**src/rtl/alu_pkg.sv**
```systemverilog
// Operation class and operation codes shared by the ALU datapath and its users.
package alu_pkg;

    localparam logic [2:0] ALU_OP   = 3'd0;
    localparam logic [2:0] SHIFT_OP = 3'd1;
    localparam logic [2:0] LOAD_OP  = 3'd2;

    localparam logic [2:0] ADD_OP  = 3'd0;
    localparam logic [2:0] ADC_OP  = 3'd1;
    localparam logic [2:0] SUB_OP  = 3'd2;
    localparam logic [2:0] SBC_OP  = 3'd3;
    localparam logic [2:0] AND_OP  = 3'd4;
    localparam logic [2:0] OR_OP   = 3'd5;
    localparam logic [2:0] XOR_OP  = 3'd6;
    localparam logic [2:0] NOT_OP  = 3'd7;

    localparam logic [2:0] SHL_OP  = 3'd0;
    localparam logic [2:0] SHR_OP  = 3'd1;
    localparam logic [2:0] ASHR_OP = 3'd2;
    localparam logic [2:0] ROL_OP  = 3'd3;
    localparam logic [2:0] ROR_OP  = 3'd4;

    localparam logic [2:0] COPY_OP = 3'd0;
    localparam logic [2:0] SWAP_OP = 3'd1;
    localparam logic [2:0] LDL_OP  = 3'd2;
    localparam logic [2:0] LDH_OP  = 3'd3;

endpackage

```
**src/rtl/alu16_comb.sv**
```systemverilog
// Purely combinational result and flag generator for the 16-bit ALU.
module alu16_comb
    import alu_pkg::*;
(
    input  logic [15:0] a_i,
    input  logic [15:0] b_i,
    input  logic        carry_i,
    input  logic [2:0]  op_type_i,
    input  logic [2:0]  op_i,
    output logic [15:0] result_o,
    output logic        carry_o,
    output logic        zero_o,
    output logic        negative_o
);

    logic [16:0] sum;

    always_comb begin
        sum      = 17'd0;
        result_o = a_i;
        carry_o  = carry_i;
        case (op_type_i)
            ALU_OP: begin
                case (op_i)
                    ADD_OP: sum = {1'b0, a_i} + {1'b0, b_i};
                    ADC_OP: sum = {1'b0, a_i} + {1'b0, b_i} + {16'd0, carry_i};
                    SUB_OP: sum = {1'b0, a_i} + {1'b0, ~b_i} + 17'd1;
                    SBC_OP: sum = {1'b0, a_i} + {1'b0, ~b_i} + {16'd0, carry_i};
                    default: sum = 17'd0;
                endcase
                // Arithmetic codes take result/carry from the 17-bit sum; logic codes clear carry.
                case (op_i)
                    AND_OP: begin result_o = a_i & b_i; carry_o = 1'b0; end
                    OR_OP:  begin result_o = a_i | b_i; carry_o = 1'b0; end
                    XOR_OP: begin result_o = a_i ^ b_i; carry_o = 1'b0; end
                    NOT_OP: begin result_o = ~a_i;      carry_o = 1'b0; end
                    default: begin result_o = sum[15:0]; carry_o = sum[16]; end
                endcase
            end
            SHIFT_OP: begin
                case (op_i)
                    SHL_OP:  begin result_o = {a_i[14:0], 1'b0};     carry_o = a_i[15]; end
                    SHR_OP:  begin result_o = {1'b0, a_i[15:1]};     carry_o = a_i[0];  end
                    ASHR_OP: begin result_o = {a_i[15], a_i[15:1]};  carry_o = a_i[0];  end
                    ROL_OP:  begin result_o = {a_i[14:0], carry_i};  carry_o = a_i[15]; end
                    ROR_OP:  begin result_o = {carry_i, a_i[15:1]};  carry_o = a_i[0];  end
                    default: begin result_o = a_i;                   carry_o = carry_i; end
                endcase
            end
            LOAD_OP: begin
                case (op_i)
                    SWAP_OP: result_o = {a_i[7:0], a_i[15:8]};
                    LDL_OP:  result_o = {8'h00, a_i[7:0]};
                    LDH_OP:  result_o = {8'h00, a_i[15:8]};
                    default: result_o = a_i;
                endcase
            end
            default: begin
                result_o = a_i;
                carry_o  = carry_i;
            end
        endcase
    end

    assign zero_o     = (result_o == 16'd0);
    assign negative_o = result_o[15];

endmodule

```
**src/rtl/alu16.sv**
```systemverilog
// 16-bit ALU: combinational core followed by one output register stage.
module alu16
    import alu_pkg::*;
(
    input  logic        clk,
    input  logic        resetN,
    input  logic [15:0] operand1,
    input  logic [15:0] operand2,
    input  logic        carryIn,
    input  logic [2:0]  operationType,
    input  logic [2:0]  operation,
    output logic [15:0] result,
    output logic        carryOut,
    output logic        zeroOut,
    output logic        negativeOut
);

    logic [15:0] result_d, result_q;
    logic        carry_d, carry_q;
    logic        zero_d, zero_q;
    logic        neg_d, neg_q;

    alu16_comb u_comb (
        .a_i        (operand1),
        .b_i        (operand2),
        .carry_i    (carryIn),
        .op_type_i  (operationType),
        .op_i       (operation),
        .result_o   (result_d),
        .carry_o    (carry_d),
        .zero_o     (zero_d),
        .negative_o (neg_d)
    );

    // Write-back register; the reset value reads as "no result, all flags clear".
    always_ff @(posedge clk or negedge resetN) begin
        if (!resetN) begin
            result_q <= 16'd0;
            carry_q  <= 1'b0;
            zero_q   <= 1'b0;
            neg_q    <= 1'b0;
        end else begin
            result_q <= result_d;
            carry_q  <= carry_d;
            zero_q   <= zero_d;
            neg_q    <= neg_d;
        end
    end

    assign result      = result_q;
    assign carryOut    = carry_q;
    assign zeroOut     = zero_q;
    assign negativeOut = neg_q;

endmodule

```
**config.mk**
```make
export PLATFORM = sky130hd
export DESIGN_NAME = alu16
export DESIGN_NICKNAME = d
export VERILOG_FILES = /design/src/rtl/alu_pkg.sv /design/src/rtl/alu16_comb.sv /design/src/rtl/alu16.sv
export SDC_FILE = /design/constraint.sdc
export NUM_CORES = 1
export LEC_CHECK = 0
export BUFFER_PORTS_ARGS = -buffer_cell sky130_fd_sc_hd__buf_4
export CAP_MARGIN = 15
export CORE_MARGIN = 8
export CORE_UTILIZATION = 35
export DETAILED_ROUTE_END_ITERATION = 8
export GPL_TIMING_DRIVEN = 1
export HOLD_SLACK_MARGIN = 0.15
export REMOVE_ABC_BUFFERS = 1
export SYNTH_ARGS = -nofsm -noshare
export SYNTH_HDL_FRONTEND = slang
export SYNTH_SLANG_ARGS = --single-unit
```
**constraint.sdc**
```tcl
create_clock -name clk -period 1 [get_ports clk]
set_input_delay 0.2 -clock clk [delete_from_list [all_inputs] [get_ports clk]]
set_output_delay 0.2 -clock clk [all_outputs]
set_load 0.005 [all_outputs]
```
==> results by group <==
Final layout
  • Area occupied by multi-input gates: 5700 µm²
  • Non-filler instance count after layout: 1,336
  • Fillers: 1,440
  • Final nets: 1,214
  • Final instance area: 9620 µm²
  • Share of layout cells above drive strength 1: 48.7%
  • Synth-to-Final Area Change: 67.5%
  • Post-Route Utilization: 59.1%
  • Ant. Diodes: 0
  • Register Area: 450 µm²

Run
  • Max_cap viols: 0

Synth
  • Yosys reg bits: 18
  • Cell Area, Synth: 5740 µm²
  • Mapped Avg Cell Area: 7.10 µm²
  • Cells after Synth: 809
  • Synth Warn #: 0
  • Simple-gate share of the synthesized area: 21.3%
  • Post-Synth Adder-Cell Area: 12.5%
  • Synth area leader: ha_1
  • Async S/R FF share, synth: 100%
  • Complex-gate fraction of the synthesized area: 35.5%
  • Largest family of logic cells by synthesized area: compound AO/OA/AOI/OAI gates
  • Synth Area in XOR/XNOR: 8.30%
  • Top FF cell, synth: dfrtp_1
  • Sequential fraction of the synthesis area: 7.84%
  • Count leader, synth: a21oi_1
  • Post-synth top cells: a21oi_1 (77), nor2_1 (76), nand2_1 (66)
  • Number of flops mapped to enable cells by yosys: 0
  • Cells taking the most area after synthesis: ha_1 (12%), dfrtp_1 (7.8%), a21oi_1 (6.7%)
  • Multiplexer share of the synthesized area: 5.75%
  • Synth unique cells: 83
  • Top-area cell type share of the netlist area: 11.8%

STA
  • Hold Vio Cnt, Final: 0
  • Final WS setup: -2.47 ns
  • Worst Tran Pin Value: 0.464 ns
  • Slew Viols, Final: 0
  • Tcrit/Tclk final: 347%
  • Final Critical Period: 3.47 ns
  • Achievable Freq: 288 MHz
  • RSZ-0062 raised after global routing: true
  • Final setup fails: 18
  • Slew HR: 68.9%
  • Setup TNS: -30.55 ns

Place
  • Number of buffers added on ports: 59
  • Detailed Place HPWL: 20,300 µm
  • Placed insts: 1,303
  • Area after DPL: 8290 µm²
  • Final Wtd Congestion: 0.989

Route
  • Routed wire per std cell: 19.1 µm
  • Final WL: 25,600 µm
  • Detail Route Antenna Nets: 0
  • Vias post-DR: 7,605
  • DRT Pass-1 Iters: 5
  • M1 WL: 11,200 µm
  • Via/cell ratio: 5.69
  • WL met2: 11,700 µm
  • Top sig layer: met4
  • DRT iter0 DRCs: 694
  • Met3 WL: 1970 µm
  • DRC: 0

Worst setup path
  • CP endpoint kind: register
  • Crit-path max cell delay: 0.48 ns
  • CP startpoint: operand2[0]
  • Worst path cell trace: buf_8 -> inv_8 -> ha_4 -> fa_2 -> nand2b_4 -> a2111o_1 -> a31oi_2 -> buf_4 -> xnor2_4 -> nor4b_4 -> nand4_1 -> buf_4 -> xor2_1 -> o21ai_1 -> o21a_1 -> or4b_1 -> nor4_2
  • Maximum fanout along the worst path: 4
  • Crit path DAT: 3.62 ns
  • Delay-heaviest family, CP: simple AND/OR/NAND/NOR gates
  • Slowest CP cell: or4b_1
  • Most used cell, CP: buf_4
  • CP bufs+invs: 4
  • Setup CP Type: in2reg
  • CP startpoint kind: input port
  • CP Data Required Time: 1.15 ns

Floorplan
  • IO Pins: 60
  • Width of the die: 144 µm
  • # rows: 47
  • Die area: 20,800 µm²
  • Die Y: 144 µm
  • Core Area: 16,300 µm²
  • Initial Utilization: 35.3%

Clocking
  • Htree depth: 1
  • Clk slew on worst S/H paths: 0.05 ns
  • CTS tree: yes
  • Longest Clk Path Bufs: 2
  • Clock Tree Root: clkbuf_16
  • CTS Sinks: 18
  • Clock buffers created by TritonCTS: 3

Power and ir drop
  • Pleak: 4.23 nW
  • PwrDens: 836 nW/µm²
  • Peak VDD IR: 0.000812 V

Min path
  • Tightest Hold Check Type: in2async

Outcome
  • Status: finished with violations
  • Failing checks: negative setup slack

Global routing
  • First-pass GRT wire length: 39,000 µm
  • Initial antenna violation count: 0
  • Overflow after GRT: 0
  • Largest net degree at the start of global routing: 37
  • Vias in the first global route: 7,190
  • GR Util All Layers: 23.9%
[final timing paths]
kind                       depth (start not counted)          to  slack [ns]
worst min-delay path                               2  result[10]        0.35
worst max-delay path                              17     zeroOut       -2.47
max in group asynchronous                          2   result[6]        0.47
min in group clk                                   4   result[0]        0.47
[flip-flops by register name (all words and copies together), names as in the netlist]
signal,count
result,15
carryOut,1
negativeOut,1
zeroOut,1
[metrics by stage]
| stage | worst slack (ns) | total power, mW | hold WS [ns] |
|---|---|---|---|
| finish | -2.47 | 8.04 | 0.351 |
| detailed placement | -3.08 | 5.99 | 0.0693 |
| global placement | -3.01 | 5.96 | 0.0725 |
| CTS | -2.49 | 7.38 | 0.361 |
| floorplan | -2.66 | 3.36 | -0.0956 |
| global route | -2.62 | 8.52 | 0.375 |
[cells in the final DEF, fill, tap and decap left out, types with 8 or more instances in the layout]
cell,count
xnor2_1,26
o21ai_1,8
buf_6,18
mux4_2,11
a211oi_1,13
xnor2_2,13
a211o_1,9
buf_4,342
o21ai_0,35
nand3_1,12
nor3_1,12
nand2_1,65
o211ai_1,16
o221ai_1,8
xor2_1,9
a21oi_2,11
dfrtp_1,18
a21oi_1,65
ha_1,38
ha_4,13
inv_1,52
o22ai_1,8
nor2_1,65
nor2_2,9
[what timing repair did]
action	4_1_cts	5_1_grt
hold endpoints to repair	18	0
setup endpoints to repair	18	18
gates cloned	0	0
pin swaps	49	53
hold buffers	1	0
gates resized for setup	120	97
setup buffers	16	21
[cell type report]
cell class	count	share of cell area, %
inverter	67	2.90
timing repair buffer	364	29.4
tap	220	2.86
sequential	18	4.68
multi-input combinational	663	59.2
clock buffer	4	0.923
[power by group]
| group | switching (mW) | internal [mW] | total [mW] |
|---|---|---|---|
| sequential | 0.0192 | 0.811 | 0.831 |
| clock | 0.238 | 0.606 | 0.844 |
| combinational | 3.21 | 3.15 | 6.36 |
[cells by family after synthesis]
logic type,Yosys count
AOI/OAI and AO/OA,290
and+or+nand+nor,246
buffers and inverters,128
adders and majority gates,56
xor gates and xnor gates,52
muxes,19
DFF,18
[layer usage]
layer	up-vias	track usage (%)
met5	-	0
met4	0	6.92
met3	50	2.54
met2	335	38.4
met1	3616	32.9
li1	3604	-
No activity file was read; power rests on OpenSTA's default activity.
